$ cat src/rtl/tl_client_xbar_2to1.sv
// TileLink-UH 2:1 client merge crossbar: A channel arbitrated with burst lock, D routed back by source MSB.
// Define TL_XBAR_FIXED_PRIO_EN for fixed priority (port 0 over port 1) idle arbitration instead of round-robin.
module tl_client_xbar_2to1 #(
    parameter int SRC_W  = 4,
    parameter int ADDR_W = 32,
    parameter int DATA_W = 64,
    parameter int SIZE_W = 3
) (
    input  logic                  clock,
    input  logic                  reset,

    input  logic                  in_0_a_valid,
    output logic                  in_0_a_ready,
    input  logic [2:0]            in_0_a_bits_opcode,
    input  logic [2:0]            in_0_a_bits_param,
    input  logic [SIZE_W-1:0]     in_0_a_bits_size,
    input  logic [SRC_W-1:0]      in_0_a_bits_source,
    input  logic [ADDR_W-1:0]     in_0_a_bits_address,
    input  logic [DATA_W/8-1:0]   in_0_a_bits_mask,
    input  logic [DATA_W-1:0]     in_0_a_bits_data,
    input  logic                  in_0_a_bits_corrupt,

    input  logic                  in_1_a_valid,
    output logic                  in_1_a_ready,
    input  logic [2:0]            in_1_a_bits_opcode,
    input  logic [2:0]            in_1_a_bits_param,
    input  logic [SIZE_W-1:0]     in_1_a_bits_size,
    input  logic [SRC_W-1:0]      in_1_a_bits_source,
    input  logic [ADDR_W-1:0]     in_1_a_bits_address,
    input  logic [DATA_W/8-1:0]   in_1_a_bits_mask,
    input  logic [DATA_W-1:0]     in_1_a_bits_data,
    input  logic                  in_1_a_bits_corrupt,

    output logic                  in_0_d_valid,
    input  logic                  in_0_d_ready,
    output logic [2:0]            in_0_d_bits_opcode,
    output logic [1:0]            in_0_d_bits_param,
    output logic [SIZE_W-1:0]     in_0_d_bits_size,
    output logic [SRC_W-1:0]      in_0_d_bits_source,
    output logic                  in_0_d_bits_sink,
    output logic                  in_0_d_bits_denied,
    output logic [DATA_W-1:0]     in_0_d_bits_data,
    output logic                  in_0_d_bits_corrupt,

    output logic                  in_1_d_valid,
    input  logic                  in_1_d_ready,
    output logic [2:0]            in_1_d_bits_opcode,
    output logic [1:0]            in_1_d_bits_param,
    output logic [SIZE_W-1:0]     in_1_d_bits_size,
    output logic [SRC_W-1:0]      in_1_d_bits_source,
    output logic                  in_1_d_bits_sink,
    output logic                  in_1_d_bits_denied,
    output logic [DATA_W-1:0]     in_1_d_bits_data,
    output logic                  in_1_d_bits_corrupt,

    output logic                  out_a_valid,
    input  logic                  out_a_ready,
    output logic [2:0]            out_a_bits_opcode,
    output logic [2:0]            out_a_bits_param,
    output logic [SIZE_W-1:0]     out_a_bits_size,
    output logic [SRC_W:0]        out_a_bits_source,
    output logic [ADDR_W-1:0]     out_a_bits_address,
    output logic [DATA_W/8-1:0]   out_a_bits_mask,
    output logic [DATA_W-1:0]     out_a_bits_data,
    output logic                  out_a_bits_corrupt,

    input  logic                  out_d_valid,
    output logic                  out_d_ready,
    input  logic [2:0]            out_d_bits_opcode,
    input  logic [1:0]            out_d_bits_param,
    input  logic [SIZE_W-1:0]     out_d_bits_size,
    input  logic [SRC_W:0]        out_d_bits_source,
    input  logic                  out_d_bits_sink,
    input  logic                  out_d_bits_denied,
    input  logic [DATA_W-1:0]     out_d_bits_data,
    input  logic                  out_d_bits_corrupt
);

    localparam int BB   = DATA_W / 8;
    localparam int LGBB = $clog2(BB);
    // Counter wide enough for the longest burst the size field can describe.
    localparam int BL_W = (1 << SIZE_W) - LGBB;
    localparam logic [SIZE_W-1:0] LGBB_S = SIZE_W'(LGBB);

    logic [BL_W-1:0] r_beatsLeft;
    logic [1:0]      r_grantQ;
    logic [1:0]      w_valids;
    logic [1:0]      w_grant;
    logic            w_idle;
    logic            w_fire;
    logic            w_hasData;
    logic [BL_W-1:0] w_beats;
    logic            w_dPort;

    assign w_valids = {in_1_a_valid, in_0_a_valid};
    assign w_idle   = (r_beatsLeft == '0);

`ifdef TL_XBAR_FIXED_PRIO_EN
    always_comb begin
        w_grant = 2'b00;
        if (!w_idle)
            w_grant = r_grantQ;
        else if (w_valids[0])
            w_grant = 2'b01;
        else if (w_valids[1])
            w_grant = 2'b10;
    end
`else
    logic r_rrLast;

    // When both ports request, the one that did not win last time goes first.
    always_comb begin
        w_grant = 2'b00;
        if (!w_idle)
            w_grant = r_grantQ;
        else if (w_valids == 2'b11)
            w_grant = r_rrLast ? 2'b01 : 2'b10;
        else
            w_grant = w_valids;
    end
`endif

    assign out_a_valid  = reset & (|(w_grant & w_valids));
    assign in_0_a_ready = reset & out_a_ready & w_grant[0];
    assign in_1_a_ready = reset & out_a_ready & w_grant[1];
    assign w_fire       = out_a_valid & out_a_ready;

    assign out_a_bits_opcode  = ({3{w_grant[0]}} & in_0_a_bits_opcode) | ({3{w_grant[1]}} & in_1_a_bits_opcode);
    assign out_a_bits_param   = ({3{w_grant[0]}} & in_0_a_bits_param)  | ({3{w_grant[1]}} & in_1_a_bits_param);
    assign out_a_bits_size    = ({SIZE_W{w_grant[0]}} & in_0_a_bits_size) | ({SIZE_W{w_grant[1]}} & in_1_a_bits_size);
    assign out_a_bits_source  = ({(SRC_W+1){w_grant[0]}} & {1'b0, in_0_a_bits_source})
                              | ({(SRC_W+1){w_grant[1]}} & {1'b1, in_1_a_bits_source});
    assign out_a_bits_address = ({ADDR_W{w_grant[0]}} & in_0_a_bits_address) | ({ADDR_W{w_grant[1]}} & in_1_a_bits_address);
    assign out_a_bits_mask    = ({BB{w_grant[0]}} & in_0_a_bits_mask) | ({BB{w_grant[1]}} & in_1_a_bits_mask);
    assign out_a_bits_data    = ({DATA_W{w_grant[0]}} & in_0_a_bits_data) | ({DATA_W{w_grant[1]}} & in_1_a_bits_data);
    assign out_a_bits_corrupt = (w_grant[0] & in_0_a_bits_corrupt) | (w_grant[1] & in_1_a_bits_corrupt);

    assign w_hasData = ~out_a_bits_opcode[2];
    assign w_beats   = (w_hasData && (out_a_bits_size > LGBB_S))
                     ? (BL_W'(1) << (out_a_bits_size - LGBB_S))
                     : BL_W'(1);

    // First beat of a burst latches the winner; later beats only count down until the lock drops.
    always_ff @(posedge clock or negedge reset) begin
        if (!reset) begin
            r_beatsLeft <= '0;
            r_grantQ    <= 2'b00;
`ifndef TL_XBAR_FIXED_PRIO_EN
            r_rrLast    <= 1'b1;
`endif
        end else if (w_idle) begin
            if (w_fire) begin
                r_beatsLeft <= w_beats - BL_W'(1);
                r_grantQ    <= w_grant;
`ifndef TL_XBAR_FIXED_PRIO_EN
                r_rrLast    <= w_grant[1];
`endif
            end else begin
                r_grantQ    <= 2'b00;
            end
        end else if (w_fire) begin
            r_beatsLeft <= r_beatsLeft - BL_W'(1);
        end
    end

    assign w_dPort      = out_d_bits_source[SRC_W];
    assign in_0_d_valid = reset & out_d_valid & ~w_dPort;
    assign in_1_d_valid = reset & out_d_valid & w_dPort;
    assign out_d_ready  = reset & (w_dPort ? in_1_d_ready : in_0_d_ready);

    assign in_0_d_bits_opcode  = out_d_bits_opcode;
    assign in_0_d_bits_param   = out_d_bits_param;
    assign in_0_d_bits_size    = out_d_bits_size;
    assign in_0_d_bits_source  = out_d_bits_source[SRC_W-1:0];
    assign in_0_d_bits_sink    = out_d_bits_sink;
    assign in_0_d_bits_denied  = out_d_bits_denied;
    assign in_0_d_bits_data    = out_d_bits_data;
    assign in_0_d_bits_corrupt = out_d_bits_corrupt;

    assign in_1_d_bits_opcode  = out_d_bits_opcode;
    assign in_1_d_bits_param   = out_d_bits_param;
    assign in_1_d_bits_size    = out_d_bits_size;
    assign in_1_d_bits_source  = out_d_bits_source[SRC_W-1:0];
    assign in_1_d_bits_sink    = out_d_bits_sink;
    assign in_1_d_bits_denied  = out_d_bits_denied;
    assign in_1_d_bits_data    = out_d_bits_data;
    assign in_1_d_bits_corrupt = out_d_bits_corrupt;

endmodule

$ cat config.mk
export PLATFORM = sky130hd
export DESIGN_NAME = tl_client_xbar_2to1
export DESIGN_NICKNAME = d
export VERILOG_FILES = /design/src/rtl/tl_client_xbar_2to1.sv
export SDC_FILE = /design/constraint.sdc
export NUM_CORES = 1
export LEC_CHECK = 0
export CAP_MARGIN = 20
export CORE_AREA = 8 8 227 229
export CTS_CLUSTER_DIAMETER = 60
export DETAILED_ROUTE_END_ITERATION = 16
export DIE_AREA = 0 0 235 237
export PLACE_DENSITY_LB_ADDON = 0.08
export SYNTH_ARGS = -nofsm -noshare
export SYNTH_HDL_FRONTEND = slang
export SYNTH_SLANG_ARGS = --single-unit
$ cat constraint.sdc
create_clock -name clock -period 3.42 [get_ports clock]
set_input_delay 1.026 -clock clock [delete_from_list [all_inputs] [get_ports clock]]
set_output_delay 1.026 -clock clock [all_outputs]
set_load 0.01 [all_outputs]
### After elaboration in Yosys (flattened, before gate mapping)

Cells that the tools add are included.

* bits in registers: 8
* bits in latches: 0
* bits in writable memories: 0
* bits in read-only memories: 0
* input bits: 324
* word-level logic and storage cells: 58
* memories: 0

* add/sub/neg operators: 3
* $mul: 0
* div/mod/pow operators: 0
* order comparisons: 1
* eq/ne operators: 1
* shift-type cells: 1
* muxes and demuxes: 9
* bitwise gates (word level): 36
* reductions and logical operators: 4

Operator list (count)
* bitwise AND 64 bit: 2
* bitwise AND 32 bit: 2
* OR 64 bit: 1
* OR 32 bit: 1
* two-way mux 5 bit: 4
* bitwise AND 3 bit: 6
* bitwise AND 8 bit: 2
* bitwise AND 1 bit: 11
* subtractor 5 x 1 -> 5 bit, second input constant: 2
* OR 3 bit: 3
* two-way mux 2 bit: 4
* OR 8 bit: 1
* bitwise AND 5 x 4 -> 5 bit: 1
* bitwise AND 5 bit: 1
* zero test 5 bit: 1
* OR 5 bit: 1
* left shift 1 x 3 -> 5 bit, first input constant: 1
* > comparator 3 x 2 -> 1 bit, second input constant: 1
* subtractor 3 x 2 -> 3 bit, second input constant: 1
* bitwise AND 2 bit: 1
* equality test 2 bit, second input constant: 1
* inverter 1 bit: 2
* AND reduction 2 bit: 1
* OR reduction 2 bit: 1
* 3 further kinds: 3

### Longest topological paths before layout

Gate-level depths: netlist of the first run.

* depth after elaboration: 11
* gate-level depth with buffers: 17

### Least setup slack after synthesis of the first run

OpenSTA, ideal clock, no wires.

* path kind: in2reg
* start point: in in_0_a_valid
* end point: reg r_beatsLeft[4]
* data arrival time: 3.433 ns
* required time: 3.338 ns
* setup slack: -0.096 ns
* stages on the path: 17
* buffers on the path: 1
* path through: buf_2 > a21boi_4 > a32o_1 > nand2_1 > o21ai_0 > inv_1 > ha_1 > a221oi_4 > nand3_1 > a221oi_2 > a211oi_2 > inv_1 > ha_1 > nand2b_1 > nor3b_1 > nand2b_1 > o22ai_1

* cells in the longest elaborated chain, start to end: 11

RTL lines
* from (decl): line 12 `input logic in_0_a_valid,`
* equality test 2 bit: line 116 `else if (w_valids == 2'b11)`
* two-way mux 2 bit (*): line 116
* two-way mux 2 bit (*): line 114 `if (!w_idle)`
* bitwise AND 3 bit: line 130 `assign out_a_bits_size = ({SIZE_W{w_grant[0]}} & in_0_a_bits_size) | ({SIZE_W{w_grant[1]}} & in_1_a_bits_size) ...`
* OR 3 bit (*): line 130
* named net out_a_bits_size[2]: line 60 `output logic [SIZE_W-1:0] out_a_bits_size,`
* subtractor 3 x 2 -> 3 bit or > comparator 3 x 2 -> 1 bit (tied branches): line 140, 139
* left shift 1 x 3 -> 5 bit or logical AND 1 bit (tied branches): line 140, 139
* two-way mux 5 bit (*): line 140 `? (BL_W'(1) << (out_a_bits_size - LGBB_S))`
* subtractor 5 x 1 -> 5 bit (*): line 153 `r_beatsLeft <= w_beats - BL_W'(1);`
* two-way mux 5 bit (*): line 152 `if (w_fire) begin`
* two-way mux 5 bit (*): line 151 `end else if (w_idle) begin`
* to (signal assigned): line 153
* to (signal assigned): line 162 `r_beatsLeft <= r_beatsLeft - BL_W'(1);`
* to (decl): line 85 `logic [BL_W-1:0] r_beatsLeft;`

Mark *: on every way through the listed nets, which the timed path passes. The rest lies on a longest branch. The select of a mux whose other input is x is not followed.
A chain may end at the register's enable or synchronous reset.

### Final worst setup path of the first run

* start point: in in_1_a_valid
* end point: reg r_beatsLeft[2]

* cells in the longest elaborated chain, start to end: 11

RTL lines
* from (decl): line 23 `input logic in_1_a_valid,`
* equality test 2 bit: line 116
* two-way mux 2 bit: line 116
* two-way mux 2 bit: line 114
* bitwise AND 3 bit, on equally long branches: line 130, 128
* OR 3 bit, on equally long branches: line 130, 128
* subtractor 3 x 2 -> 3 bit, or another cell as far along: line 140
* left shift 1 x 3 -> 5 bit or logical AND 1 bit (tied branches): line 140, 139
* two-way mux 5 bit: line 140
* subtractor 5 x 1 -> 5 bit: line 153
* two-way mux 5 bit: line 152
* two-way mux 5 bit: line 151

Several ways; a longest one is shown, not always the timed one. The select of a mux whose other input is x is not followed.

==> results of run 1 <==
==> cell type report <==
class | count | area, um2
Tap cell | 622 | 778
Timing Repair Buffer | 447 | 4090
Sequential cell | 8 | 201
Fill cell | 5485 | 41200
Clock buffer | 4 | 78.8
Antenna cell | 4 | 10.0
Inverter | 5 | 21.3
Multi-Input combinational cell | 205 | 1790
==> per-stage QoR <==
step	setup slack [ns]	setup TNS, ns	util (%)	total power, mW
finish	-0.0356	-0.0512	14.5	4.83
global route	-0.106	-1.11	14.5	5.16
CTS	-0.195	-1.05	14.8	5.10
detailed placement	-0.910	-91.04	14.3	4.68
global placement	-0.872	-88.02	14.3	4.74
floorplan	0.0123	0	-	2.19
==> what timing repair did <==
| item | 4_1_cts | 5_1_grt |
|---|---|---|
| endpoints found under the hold margin | 0 | 0 |
| cloned | 4 | 0 |
| resized for setup | 425 | 69 |
| buffers inserted | 18 | 4 |
| pin swaps | 14 | 17 |
| endpoints found under the setup margin | 130 | 90 |
==> sequential cells by signal, summed over array words and instances (netlist names) <==
| register | flops |
|---|---|
| r_beatsLeft | 5 |
| r_rrLast | 1 |
| r_grantQ | 2 |
==> worst paths after layout <==
kind / cells past startpoint / to / startpoint / slack (ns)
max in group asynchronous: 2 / r_rrLast$_DFFE_PN1P_ / reset / 2.27
hold / removal: 2 / r_rrLast$_DFFE_PN1P_ / r_rrLast$_DFFE_PN1P_ / 0.56
hold reg to reg: 2 / r_rrLast$_DFFE_PN1P_ / r_rrLast$_DFFE_PN1P_ / 0.56
setup reg to reg: 18 / r_beatsLeft[2]$_DFFE_PN0P_ / r_beatsLeft[1]$_DFFE_PN0P_ / 0.16
setup / recovery: 18 / r_beatsLeft[2]$_DFFE_PN0P_ / in_1_a_valid / -0.04
min in group asynchronous: 2 / r_grantQ[1]$_DFFE_PN0N_ / reset / 0.93
==> Yosys cell counts, types with 2 or more instances <==
| library cell | number |
|---|---|
| inv_1 | 4 |
| nand2_1 | 14 |
| and3_1 | 3 |
| buf_6 | 6 |
| nand4_1 | 3 |
| nor2_1 | 9 |
| nand3_1 | 4 |
| mux2i_1 | 2 |
| nor3_1 | 2 |
| dfrtp_1 | 7 |
| and2_1 | 2 |
| nand2b_1 | 2 |
| a21oi_1 | 8 |
| ha_1 | 2 |
| buf_2 | 14 |
| buf_4 | 159 |
| o21ai_0 | 4 |
| clkbuf_1 | 5 |
| a22oi_1 | 3 |
| a221oi_2 | 2 |
| a22o_1 | 115 |
==> layer usage <==
metal / vias up / routed length (um) / share of wire, % / GRT usage (%)
met5: - / 13 / 0.047 / 0
met4: 2 / 314 / 1.1 / 1.95
met3: 19 / 3090 / 11 / 5.13
met2: 356 / 14100 / 51 / 16.3
met1: 1895 / 9930 / 36 / 9.06
li1: 1876 / - / - / -
==> where the power goes <==
group / leakage [nW] / internal, mW / switching [mW]
combinational: 2.75 / 2.25 / 2.18
sequential: 0.0989 / 0.142 / 0.0523
clock: 0.0382 / 0.156 / 0.0558
==> worst register-to-register path, stage by stage, from the launching register on <==
cell and delay [ns]:
dfrtp_1 0.38, buf_4 0.16, nor3_4 0.31, nand4_4 0.15, buf_4 0.16, buf_6 0.11, a21bo_4 0.21, a22o_4 0.25
inv_4 0.06, ha_4 0.14, a221oi_4 0.04, buf_4 0.14, and3_4 0.17, a211oi_2 0.21, inv_1 0.08, ha_2 0.21
buf_4 0.14, mux2i_1 0.13, a22o_1 0.15
==> logic make-up after synthesis <==
kind of cell / share of synthesized area [%]
AO/OA/AOI/OAI: 41.8
adder cells (fa/ha/maj): 0.775
multiplexers: 0.620
buffers and inverters: 42.4
flip-flops: 6.24
AND/OR/NAND/NOR: 8.14
==> results.json, run 1 <==
{
  "crit_path_end_kind": "register",
  "postRouteAntennaNets": 0,
  "clk_pin_slew_ns": 0.04,
  "gp_congestion": 0.760,
  "skew_ns": 0.00196,
  "first_global_vias": 4595,
  "drc": 0,
  "tightest_slew_ns": 0.341,
  "synth_flop_cell": "dfrtp_1",
  "netlist.area_leader.share_pct": 37.0,
  "path_delay_family": "compound AO/OA/AOI/OAI gates",
  "pin_count": 607,
  "rows": 81,
  "path_cells": "buf_8 > or2b_4 > nand4_4 > buf_4 > buf_6 > a21bo_4 > a22o_4 > inv_4 > ha_4 > a221oi_4 > buf_4 > and3_4 > a211oi_2 > inv_1 > ha_2 > buf_4 > mux2i_1 > a22o_1",
  "critPathBufInv": 7,
  "ys_top_cells_by_area": "buf_4, a22o_1, dfrtp_1",
  "crit_slowest_cell": "a22o_4",
  "floorplan.initialDensity_pct": 6.71,
  "drive_above_1_share_pct": 35.1,
  "grt_max_degree": 31,
  "ir_worst_vdd_uv": 191,
  "clock-sinks": 8,
  "ys_warn_count": 0,
  "required_ns": 3.59,
  "fin_crit_sh_pct": 101,
  "max_freq_ghz": 0.289,
  "antenna_found_initial": 5,
  "dp_cells": 1267,
  "ys_seq_elements": 8,
  "dp_hpwl_mm": 23.0,
  "layout.nets": 996,
  "grt_pass1_wl_mm": 37.3,
  "slew_violations": 0,
  "htreeDepth": 1,
  "rsz0062_at_grt": "yes",
  "finalHoldViolations": 0,
  "routed_wirelength_mm": 27.4,
  "p_per_area_nw_per_um2": 693,
  "cts_buffers": 3,
  "die-area_um2": 55700,
  "syn-instance-count": 402,
  "synth_edf_count": 0,
  "netlist_area_um2": 3230,
  "syn_nets": 728,
  "drtIter0Drc": 130,
  "synth.distinct_cells": 53,
  "final_common_cell": "clkdlybuf4s50_1",
  "crit_top_cell": "buf_4",
  "stdcell_count": 1295,
  "stdcell_area_um2": 6970,
  "violations": "setup timing",
  "vias_per_cell": 3.20,
  "die_h_um": 237,
  "io_buffers": 369,
  "min_path_type": "register to register",
  "cts_tree": "done",
  "worst_slack_ns": -0.0356,
  "vias": 4148,
  "hold_slack_ns": 0.559,
  "root_buffer": "clkbuf_16",
  "place_area_um2": 6900,
  "final-setup-viol-count": 4,
  "layout_common_cells": "clkdlybuf4s50_1, a22o_1, buf_2",
  "async_flop_share_pct": 100,
  "ctsHoldBuffers": 0,
  "grt_usage_pct": 9.07,
  "status": "finished with violations",
  "clockBufferDepth": 2,
  "wire_per_inst_um": 21.2,
  "syn2layout_area_growth_pct": 116,
  "seq_area_frac_synth_pct": 6.24,
  "critPathMaxFanout": 3,
  "power_leakage_nw": 2.89,
  "grt-ovfl-total": 0,
  "crit_path_start_kind": "primary input",
  "synth_top_area_cell": "buf_4",
  "maxCapViolCount": 0,
  "drtPass1Iterations": 4,
  "cp.arrival_ns": 3.63,
  "layout_min_cycle_time_ns": 3.46,
  "die_x_um": 235,
  "critPathMaxStageDelay_ns": 0.25,
  "core_area_um2": 48100,
  "syn_area_per_cell_um2": 8.03,
  "clock_latency_ns": 0.24,
  "slew_headroom_pct": 77.3,
  "path_class": "primary input to register"
}
(Power assumes the default switching activity.)
==> inputs of run 2 (changes only) <==
--- a/config.mk
+++ b/config.mk
@@ -6,10 +6,10 @@
 export NUM_CORES = 1
 export LEC_CHECK = 0
 export CAP_MARGIN = 20
-export CORE_AREA = 8 8 227 229
+export CORE_AREA = 2 2 234 236
 export CTS_CLUSTER_DIAMETER = 60
 export DETAILED_ROUTE_END_ITERATION = 16
-export DIE_AREA = 0 0 235 237
+export DIE_AREA = 0 0 236 238
 export PLACE_DENSITY_LB_ADDON = 0.08
 export SYNTH_ARGS = -nofsm -noshare
 export SYNTH_HDL_FRONTEND = slang
==> run 2 against run 1 <==
  * The flow still finishes with violations (setup timing)
  * Clock skew is essentially flat
  * Non-clock buffer count grew 46
  * Largest power group unchanged
  * Largest cell class unchanged
  * Die area increased by 0.85%
  * Sequential power is 3% higher
  * Wire length is 4.7% higher
  * Critical path depth is 9 lower
==> results.json, run 2 (synthesized netlist as in run 1, its figures left out) <==
{
  "grt-ovfl-total": 0,
  "worst_slack_ns": -0.0891,
  "final_common_cell": "clkdlybuf4s50_1",
  "layout.nets": 1044,
  "clockBufferDepth": 2,
  "dp_cells": 1347,
  "vias_per_cell": 3.11,
  "drc": 0,
  "final-setup-viol-count": 4,
  "crit_path_end_kind": "primary output",
  "status": "finished with violations",
  "first_global_vias": 4696,
  "fin_crit_sh_pct": 103,
  "clock-sinks": 8,
  "p_switching_mw": 2.48,
  "max_freq_ghz": 0.285,
  "rsz0062_at_grt": "yes",
  "post-route-util_pct": 14.9,
  "slew_headroom_pct": 72.7,
  "drive_above_1_share_pct": 39.6,
  "floorplan.initialDensity_pct": 6.03,
  "grt_max_degree": 15,
  "p_int_mw": 3.36,
  "die_x_um": 236,
  "finalHoldViolations": 0,
  "grt_pass1_wl_mm": 38.7,
  "drtIter0Drc": 101,
  "root_buffer": "clkbuf_16",
  "stdcell_count": 1415,
  "ir_worst_vdd_uv": 216,
  "drtPass1Iterations": 4,
  "r2r_slack_ns": 0.09,
  "whs_path_depth": 1,
  "min_path_type": "register to register",
  "pwr-share-comb_pct": 93.0,
  "clock_latency_ns": 0.23,
  "grt_usage_pct": 9.58,
  "clockPowerShare_pct": 3.5,
  "power_leakage_nw": 3.32,
  "regMostFlops": "r_beatsLeft",
  "total_power_mw": 5.84,
  "pin_count": 607,
  "layout_common_cells": "clkdlybuf4s50_1, a22o_1, buf_2",
  "vias": 4395,
  "cp.arrival_ns": 2.48,
  "p_per_area_nw_per_um2": 733,
  "skew_ns": 0.00231,
  "rows": 85,
  "crit_end": "out_a_bits_size[2]",
  "syn2layout_area_growth_pct": 147,
  "wire_per_inst_um": 20.3,
  "cts_tree": "done",
  "crit_path_start_kind": "primary input",
  "core_area_um2": 53500,
  "antenna_found_initial": 2,
  "cts_buffers": 3,
  "slew_violations": 0,
  "postRouteAntennaNets": 0,
  "path_class": "primary input to primary output",
  "required_ns": 2.39,
  "clk_pin_slew_ns": 0.04,
  "io_buffers": 369,
  "maxCapViolCount": 0,
  "reg.largest.list": "r_beatsLeft (5), r_grantQ (2), r_rrLast (1)",
  "swShare_pct": 42.4,
  "layout_min_cycle_time_ns": 3.51,
  "die-area_um2": 56200,
  "die_h_um": 238,
  "ctsHoldBuffers": 0,
  "critPathLaunch": "in_1_a_valid",
  "p_seq_share_pct": 3.4,
  "routed_wirelength_mm": 28.7,
  "r2r_end": "r_beatsLeft[4]$_DFFE_PN0P_",
  "reg2regPathDepth": 17,
  "violations": "setup timing",
  "worstReg2RegStart": "r_beatsLeft[1]$_DFFE_PN0P_",
  "tightest_slew_ns": 0.409,
  "gp_congestion": 0.816,
  "htreeDepth": 1,
  "critPathMaxFanout": 5,
  "dp_hpwl_mm": 22.5,
  "largest_reg_flops": 5
}
run 2: changes by cell type in the layout (fill, tap and decap cells not counted), sizes merged:
cell,change
buf,+75
clkbuf,-29
clkdlybuf4s15,-1
clkdlybuf4s50,-3
diode,-2
dlygate4sd2,+3
dlymetal6s2s,+1
nand2,+2
run 2: through the flow:
step           setup WS (ns)  setup TNS, ns  instance area [um2]  hold slack (ns)
2_1_floorplan         0.0123              0                 3250            0.516
5_1_grt               -0.131          -1.64                 7960            0.608
3_3_place_gp          -0.944         -99.97                 7030            0.582
4_1_cts              -0.0927         -0.407                 7750            0.585
6_report             -0.0891         -0.114                 7960            0.573
3_5_place_dp          -0.995        -105.57                 7030            0.572
run 2: worst min path at each step:
stage                                     startpoint                          to  slack [ns]
after detailed placement  r_beatsLeft[4]$_DFFE_PN0P_  r_beatsLeft[4]$_DFFE_PN0P_        0.57
after CTS                 r_beatsLeft[4]$_DFFE_PN0P_  r_beatsLeft[4]$_DFFE_PN0P_        0.59
after global placement    r_beatsLeft[4]$_DFFE_PN0P_  r_beatsLeft[4]$_DFFE_PN0P_        0.58
final                     r_beatsLeft[2]$_DFFE_PN0P_  r_beatsLeft[2]$_DFFE_PN0P_        0.57
after floorplan           r_beatsLeft[2]$_DFFE_PN0P_  r_beatsLeft[2]$_DFFE_PN0P_        0.52
after global routing      r_beatsLeft[2]$_DFFE_PN0P_  r_beatsLeft[2]$_DFFE_PN0P_        0.61
run 2: what timing repair did:
item / 4_1_cts / 5_1_grt
gates cloned: 16 / 1
buffers inserted: 37 / 13
pin swaps: 53 / 44
setup endpoints to repair: 130 / 74
resized for setup: 545 / 33
run 2: final cells by class:
| cell class | count | area, um2 |
|---|---|---|
| antenna | 2 | 5.00 |
| clock buffer | 4 | 78.8 |
| fill | 6098 | 45500 |
| inverter | 5 | 21.3 |
| multi-input combinational | 207 | 1880 |
| sequential | 8 | 201 |
| tap | 696 | 871 |
| timing repair buffer | 493 | 4910 |
run 2: critical path, cell delays in order:
cell and delay [ns]:
buf_8 0.07, or2b_4 0.27, buf_4 0.17, a32o_2 0.27
nand2_1 0.07, o21ai_2 0.07, buf_4 0.14, buf_4 0.12
dlygate4sd2_1 0.28
run 2: layer usage:
metal	GRT usage [%]	up-vias	wire length (um)
met2	18.2	342	15300
met3	4.34	12	3030
met4	0.849	2	274
met1	9.94	2059	10100
li1	-	1980	-
met5	0.173	-	13
run 2: power by group through the flow:
| stage | clock (mW) | sequential, mW | combinational [mW] |
|---|---|---|---|
| after floorplan | 0 | 0.195 | 1.99 |
| after global placement | 0 | 0.202 | 4.52 |
| after detailed placement | 0 | 0.199 | 4.47 |
| after CTS | 0.212 | 0.203 | 5.37 |
| after global routing | 0.218 | 0.210 | 5.80 |
| final | 0.206 | 0.201 | 5.43 |
